===== src/rtl/jbus_pkg.sv =====
// rtl/jbus_pkg.sv - shared types and helpers for the register-bus sequencer
package jbus_pkg;

    // Byte width of the shared register bus
    localparam int BYTE_W = 8;

    // Transfer phases: source enable, set pulse, hold, then a one-cycle response
    typedef enum logic [2:0] {
        IDLE = 3'd0,
        EN   = 3'd1,
        SET  = 3'd2,
        HOLD = 3'd3,
        DONE = 3'd4
    } jbus_state_e;

    // The host sits one index past the last register
    function automatic int host_idx(input int nregs);
        return nregs;
    endfunction

    // Select fields must reach the host index as well as every register
    function automatic int sel_width(input int nregs);
        return (nregs < 1) ? 1 : $clog2(nregs + 1);
    endfunction

endpackage


===== src/rtl/jstrobe_decode.sv =====
// rtl/jstrobe_decode.sv - index to one-hot register strobe decoder
module jstrobe_decode #(
    parameter int NREGS = 4,
    parameter int IW    = 3
) (
    input  logic [IW-1:0]    index,
    input  logic             en,
    output logic [NREGS-1:0] onehot
);

    // Indices at or beyond NREGS (the host slot) never match a register line
    always_comb begin
        onehot = '0;
        for (int i = 0; i < NREGS; i++) begin
            if (en && (index == IW'(i))) begin
                onehot[i] = 1'b1;
            end
        end
    end

endmodule


===== src/rtl/jbus_sequencer.sv =====
// rtl/jbus_sequencer.sv - one-byte register bus transfer sequencer
module jbus_sequencer
    import jbus_pkg::*;
#(
    parameter int NREGS  = 4,
    parameter int SETTLE = 1,
    parameter int SW     = sel_width(NREGS)
) (
    input  logic               clk,
    input  logic               reset,
    input  logic               req_valid,
    output logic               req_ready,
    input  logic [SW-1:0]      req_src,
    input  logic [SW-1:0]      req_dst,
    input  logic [BYTE_W-1:0]  req_data,
    output logic               rsp_valid,
    output logic               rsp_err,
    output logic [BYTE_W-1:0]  rsp_data,
    input  logic [BYTE_W-1:0]  bus_in,
    output logic [BYTE_W-1:0]  bus_out,
    output logic               bus_oe,
    output logic [NREGS-1:0]   reg_we,
    output logic [NREGS-1:0]   reg_ws,
    output logic               busy
);

    localparam logic [SW-1:0] HOST = SW'(host_idx(NREGS));
    localparam int            CW   = (SETTLE > 1) ? $clog2(SETTLE) : 1;
    localparam logic [CW-1:0] LOAD = CW'(SETTLE - 1);

    jbus_state_e       state_q, state_d;
    logic [CW-1:0]     cnt_q, cnt_d;
    logic [SW-1:0]     src_q, src_d;
    logic [SW-1:0]     dst_q, dst_d;
    logic [BYTE_W-1:0] data_q, data_d;
    logic              err_q, err_d;
    logic [BYTE_W-1:0] rsp_data_q, rsp_data_d;

    logic accept;
    logic req_bad;
    logic src_en;
    logic src_host;
    logic we_en;
    logic ws_en;

    // New requests are taken only when no transfer owns the bus
    assign req_ready = (state_q == IDLE) || (state_q == DONE);
    assign accept    = req_valid && req_ready;
    assign req_bad   = (req_src > HOST) || (req_dst > HOST) || (req_src == req_dst);

    // Next-state, request latching and host-read capture
    always_comb begin
        state_d    = state_q;
        cnt_d      = cnt_q;
        src_d      = src_q;
        dst_d      = dst_q;
        data_d     = data_q;
        err_d      = err_q;
        rsp_data_d = rsp_data_q;
        unique case (state_q)
            IDLE, DONE: begin
                if (accept) begin
                    src_d   = req_src;
                    dst_d   = req_dst;
                    data_d  = req_data;
                    err_d   = req_bad;
                    cnt_d   = LOAD;
                    state_d = req_bad ? DONE : EN;
                end else if (state_q == DONE) begin
                    state_d = IDLE;
                end
            end
            EN: begin
                // Source stays enabled SETTLE cycles so the bus is stable before the set pulse
                if (cnt_q == '0) begin
                    state_d = SET;
                end else begin
                    cnt_d = cnt_q - CW'(1);
                end
            end
            SET: begin
                state_d = HOLD;
                if (dst_q == HOST) begin
                    rsp_data_d = bus_in;
                end
            end
            HOLD: begin
                state_d = DONE;
            end
            default: begin
                state_d = IDLE;
            end
        endcase
    end

    // State and datapath registers
    always_ff @(posedge clk) begin
        if (reset) begin
            state_q    <= IDLE;
            cnt_q      <= '0;
            src_q      <= '0;
            dst_q      <= '0;
            data_q     <= '0;
            err_q      <= 1'b0;
            rsp_data_q <= '0;
        end else begin
            state_q    <= state_d;
            cnt_q      <= cnt_d;
            src_q      <= src_d;
            dst_q      <= dst_d;
            data_q     <= data_d;
            err_q      <= err_d;
            rsp_data_q <= rsp_data_d;
        end
    end

    // Source enable spans EN through HOLD so set never edges together with enable
    always_comb begin
        src_en    = (state_q == EN) || (state_q == SET) || (state_q == HOLD);
        src_host  = (src_q == HOST);
        we_en     = src_en && !src_host;
        ws_en     = (state_q == SET);
        bus_oe    = src_en && src_host;
        bus_out   = bus_oe ? data_q : '0;
        rsp_valid = (state_q == DONE);
        rsp_err   = (state_q == DONE) && err_q;
        busy      = (state_q != IDLE);
        rsp_data  = rsp_data_q;
    end

    jstrobe_decode #(
        .NREGS (NREGS),
        .IW    (SW)
    ) u_we_decode (
        .index  (src_q),
        .en     (we_en),
        .onehot (reg_we)
    );

    // A host destination decodes to no register, so no set line fires
    jstrobe_decode #(
        .NREGS (NREGS),
        .IW    (SW)
    ) u_ws_decode (
        .index  (dst_q),
        .en     (ws_en),
        .onehot (reg_ws)
    );

    // Bus-protocol invariants the register array depends on
    a_we_onehot:  assert property (@(posedge clk) $onehot0(reg_we));
    a_ws_onehot:  assert property (@(posedge clk) $onehot0(reg_ws));
    a_no_contend: assert property (@(posedge clk) !(bus_oe && (|reg_we)));
    a_ws_in_set:  assert property (@(posedge clk) (|reg_ws) |-> (state_q == SET));
    a_bus_quiet:  assert property (@(posedge clk) !bus_oe |-> (bus_out == '0));

endmodule


===== config.mk =====
export PLATFORM = sky130hd
export DESIGN_NAME = jbus_sequencer
export DESIGN_NICKNAME = d
export VERILOG_FILES = /design/src/rtl/jbus_pkg.sv /design/src/rtl/jstrobe_decode.sv /design/src/rtl/jbus_sequencer.sv
export SDC_FILE = /design/constraint.sdc
export NUM_CORES = 1
export LEC_CHECK = 0
export CAP_MARGIN = 20
export CORE_MARGIN = 2
export CORE_UTILIZATION = 35
export DETAILED_ROUTE_END_ITERATION = 8
export PLACE_DENSITY = 0.82
export RECOVER_POWER = 50
export SKIP_CTS_REPAIR_TIMING = 1
export SLEW_MARGIN = 25
export SYNTH_ARGS = -nofsm -noshare
export SYNTH_HDL_FRONTEND = slang
export SYNTH_SLANG_ARGS = --single-unit

===== constraint.sdc =====
create_clock -name clk -period 3.95 [get_ports clk]
set_clock_uncertainty 0.1 [all_clocks]
set_input_delay 0.395 -clock clk [delete_from_list [all_inputs] [get_ports clk]]
set_output_delay 0.395 -clock clk [all_outputs]
set_load 0.05 [all_outputs]

Yosys cells after proc, flatten, opt, wreduce, memory -nomap -nowiden
Index checks and enable logic that the tools add are counted.

Bits in registers: 27. Bits of input ports: 25. Output and inout port bits: 29. Word-level logic and storage cells: 71.

Add/sub/neg operators: 1. Order comparisons: 2. Equality and inequality tests: 16. Muxes and demuxes: 17. Reductions and logical operators: 28.

Operator list (number): $eq 3x2->1 const B (6); $logic_and 1x1->1 (12); $mux 3 (4); $pmux 3 s4 (1); $mux 1 (10); $eq 3x1->1 const B (3); $eq 3x3->1 const B (3); $logic_not 3->1 (3); $mux 8 (1); $reduce_and 2->1 (4); $gt 3x3->1 const B (2); $logic_or 1x1->1 (5); $ne 2x2->1 const B (2); $eq 3x3->1 (1); $ne 3x3->1 const B (1); $reduce_bool 3->1 (1); $pmux 1 s2 (1); $reduce_bool 2->1 (1); $reduce_or 2->1 (1); $logic_not 1->1 (1); $sub 1x1->1 const B (1).

Depth between registers and ports, before layout
Depth in word-level cells: 6. Mapped depth: 6. Mapped depth without buffers: 4.

Cells and area by module
From an unflattened synthesis, not the netlist that was laid out.

Cell total of the unflattened synthesis: 137. Area, all modules: 1212.4 µm².

Modules (own cells, without submodules): jbus_sequencer (instances 1, cells each 129, area each 1112.3 µm²); jstrobe_decode (instances 2, cells each 4, area each 50.0 µm²).

Worst setup path after synthesis
No wires, ideal clock.

Path kind: register -> output. From: register state_q[0]. To: output port bus_out[0]. Data arrival time: 2.670 ns. Required time: 3.455 ns. Slack: 0.785 ns. Stages on the path, launching flop included: 4. Cells stage by stage: dfxtp_1 > nor2_1 > nor3_1 > and2_1.

Longest elaborated chain between the ends: 5.

RTL lines: start, declared (RTL line jbus_sequencer.sv:31) `jbus_state_e state_q, state_d;`; start signal, assigned (RTL line jbus_sequencer.sv:107) `state_q <= state_d;`; $eq 3x1->1 / $eq 3x2->1 (equally long branches) (RTL line jbus_sequencer.sv:119) `src_en = (state_q == EN) || (state_q == SET) || (state_q == HOLD);`; $logic_or 1x1->1 (RTL line jbus_sequencer.sv:119); $logic_or 1x1->1 (*) (RTL line jbus_sequencer.sv:119); $logic_and 1x1->1 (*) (RTL line jbus_sequencer.sv:123) `bus_oe = src_en && src_host;`; net bus_oe (RTL line jbus_sequencer.sv:21) `output logic bus_oe,`; $mux 8 (*) (RTL line jbus_sequencer.sv:124) `bus_out = bus_oe ? data_q : '0;`; end, declared (RTL line jbus_sequencer.sv:20) `output logic [BYTE_W-1:0] bus_out,`.

Mark *: on every way through the listed nets, which the timed path passes. The rest lies on a longest branch.

Worst setup path in the final report
From: register state_q[0]. To: output port bus_out[5].

Longest elaborated chain between the ends: 5.

RTL lines (RTL line): $eq 3x1->1 / $eq 3x2->1 (equally long branches) (jbus_sequencer.sv:119); $logic_or 1x1->1 (jbus_sequencer.sv:119); $logic_or 1x1->1 (*) (jbus_sequencer.sv:119); $logic_and 1x1->1 (*) (jbus_sequencer.sv:123); $mux 8 (*) (jbus_sequencer.sv:124).

Mark *: on every way between the ends. The rest lies on a longest branch, timed or not.

==> run metrics <==
Worst slew margin=48.1%; final wirelength=2660 µm; type of the tightest min-delay check=register to register; first drt pass iteration count=4; P per Cell Area=304 nW/µm²; Worst Max-Slew Pin Slew=778 ps; CP required=3450 ps; sw power=between 0.15 and 0.2 mW; Fin Setup TNS=0 ps; Max Slew Vio Count=0; Routed WL per cell=around 11 µm; Die Footprint=approximately 3700 µm²; Top Ports=54; Yosys cell types=24; H-tree depth=1; maximum clock frequency=about 320 MHz; num rows=20; final hold violations=0; post-synth design cell area=1140 µm²; CP startpoint kind=register; CTS root buf=clkbuf_4; worst skew pair latency=310 ps; pin count of the biggest net entering global routing=28; global-route wire length before repair=~4200 µm; port bufs=53; combinational power share=23.4%; Worst setup EP type=primary output; Clock Sinks=26; Core Util, Final=55.5%; Max Cap Violations=0; Final setup viols=0; Bufs on Longest Clock Path=2; post-synthesis register bit count=26; TritonCTS clock tree=built; critical path type=register to primary output; sw frac=roughly 30%; synthesized area per cell=7.84 µm²; Tot Pwr=0.520 mW; RePlAce Congestion=0.722; Synth Net Count=between 150 and 200; tightest hold margin=358 ps; VDD IR max=0.123 mV; LEAKAGE=approximately 0.71 nW; Mapped Cells=145; layout cells sized above 1=around 2.6%; Layout area overhead=50.2%; Post-DRT Antenna Nets=0; Crit Path Max Fanout=9; fillcell total=292; die width=approximately 61 µm; Overall Global Routing Usage=about 15%; Synth warnings=0; DR vias/cell=4.63; status=completed; GRT Residual Overflow=0; Layout Nets=221; vias in the first global route=about 940; initial antenna violation count=0; Clock Power Share=21.0%; Starting Density=37.0%; DRT iter0 DRCs=34; antenna cells=0; Die Y=61.0 µm; DRC Markers=0; placed cells=235; Final min period=3140 ps; Critical Path AT=2650 ps; post-DP HPWL=1900 µm; fin cells=238; sequential element share of the synthesized area=45.8%; RSZ-0062 raised after global routing=false; CTS Buf Count=3; DR vias=1,103; Pint=0.364 mW; clk slew on worst S/H paths=130 ps; share of power burned in registers=55.6%; final worst path period share=79.5%; Core ar.=3080 µm²
-- state kept, by name, summed over array words and instances (netlist names) --
name	cells
data_q	8
err_q	1
rsp_data	8
src_q	3
dst_q	3
state_q	3
-- routing by layer --
layer	vias to the layer above	part of all wire (%)	track usage (%)
met5	-	0	0
met4	0	0.94	6.52
met3	2	5.2	2.35
met2	29	46	23.5
met1	496	48	19.6
li1	576	-	-
-- worst max-delay path, stage by stage, from the launching register on --
cell and delay [ps]:
dfxtp_1 470, nor2_1 150, nor3_1 650, and2_1 240
clkdlybuf4s50_1 820
-- cell families (layout without fill, tap and decap cells) --
| kind of cell | Yosys count | count (layout) | synth area share (%) |
|---|---|---|---|
| AO/OA/AOI/OAI | 19 | 19 | 8.58 |
| multiplexers | 8 | 8 | 7.04 |
| buffers and inverters | 7 | 56 | 2.86 |
| AND/OR/NAND/NOR | 83 | 83 | 34.2 |
| flip-flops | 26 | 26 | 45.8 |
| XOR/XNOR | 2 | 2 | 1.54 |
-- power by group through the flow --
stage | Clock [mW] | Sequential (mW) | Combinational, mW
2_1_floorplan | 0 | 0.294 | 0.0733
3_3_place_gp | 0 | 0.294 | 0.121
3_5_place_dp | 0 | 0.295 | 0.123
4_1_cts | 0.114 | 0.289 | 0.123
5_1_grt | 0.124 | 0.292 | 0.133
6_report | 0.109 | 0.289 | 0.121
-- layout by cell type, fill, tap and decap left out --
cell and n:
a21oi_1 16, nand3_1 1, nand3b_1 1, dfxtp_1 26, and3_1 3, buf_2 1, xor2_1 1, mux2i_1 8
or4_1 1, nand2_1 35, a21o_1 1, or4b_2 1, xnor2_1 1, and2_0 1, or3_1 1, nor2b_1 3
dlygate4sd3_1 1, nand4_1 1, clkbuf_4 3, nor3_1 5, nor2_1 17, and2_1 10, nand2b_1 2, clkdlybuf4s50_1 51
nor3b_1 1, o21ai_0 2
-- cell type report --
type | count | area, µm² | area share, %
clock buffer | 3 | 22.5 | 1.32
multi-input combinational | 112 | 584 | 34.2
sequential | 26 | 520 | 30.5
tap | 44 | 55.1 | 3.22
timing repair buffer | 53 | 526 | 30.8
-- final timing paths --
| path | from | endpoint | slack, ps | cells past startpoint |
|---|---|---|---|---|
| max | state_q[0] | bus_out[5] | 810 | 4 |
| min | data_q[7] | data_q[7] | 360 | 2 |
| max reg2reg | state_q[0] | err_q | 1990 | 4 |
| min reg2reg | data_q[7] | data_q[7] | 360 | 2 |
-- per-stage QoR --
step                      setup slack (ps)  area (µm²)
after detailed placement              1180        1690
after floorplan                        785        1140
final                                  810        1710
after global placement                1250        1690
after CTS                              795        1710
after global routing                   689        1710
-- synthesized netlist by cell type --
cell type | instances | area share (%)
buf_2 | 2 | 0.88
buf_4 | 1 | 0.66
clkbuf_1 | 4 | 1.3
nor3b_1 | 1 | 0.66
and3_1 | 3 | 1.7
nor2_1 | 17 | 5.6
dfxtp_1 | 26 | 46
and2_1 | 11 | 6.1
or4_1 | 1 | 0.66
nand2b_1 | 2 | 1.1
nand4_1 | 1 | 0.55
nor3_1 | 5 | 2.2
nand3b_1 | 1 | 0.66
a21oi_1 | 16 | 7.0
nand2_1 | 35 | 12
o21ai_0 | 2 | 0.88
or3_1 | 1 | 0.55
a21o_1 | 1 | 0.66
nand3_1 | 1 | 0.44
xnor2_1 | 1 | 0.77
xor2_1 | 1 | 0.77
or4b_2 | 1 | 0.88
nor2b_1 | 3 | 1.7
mux2i_1 | 8 | 7.0
Note: power is estimated with default switching activity, not from simulation.
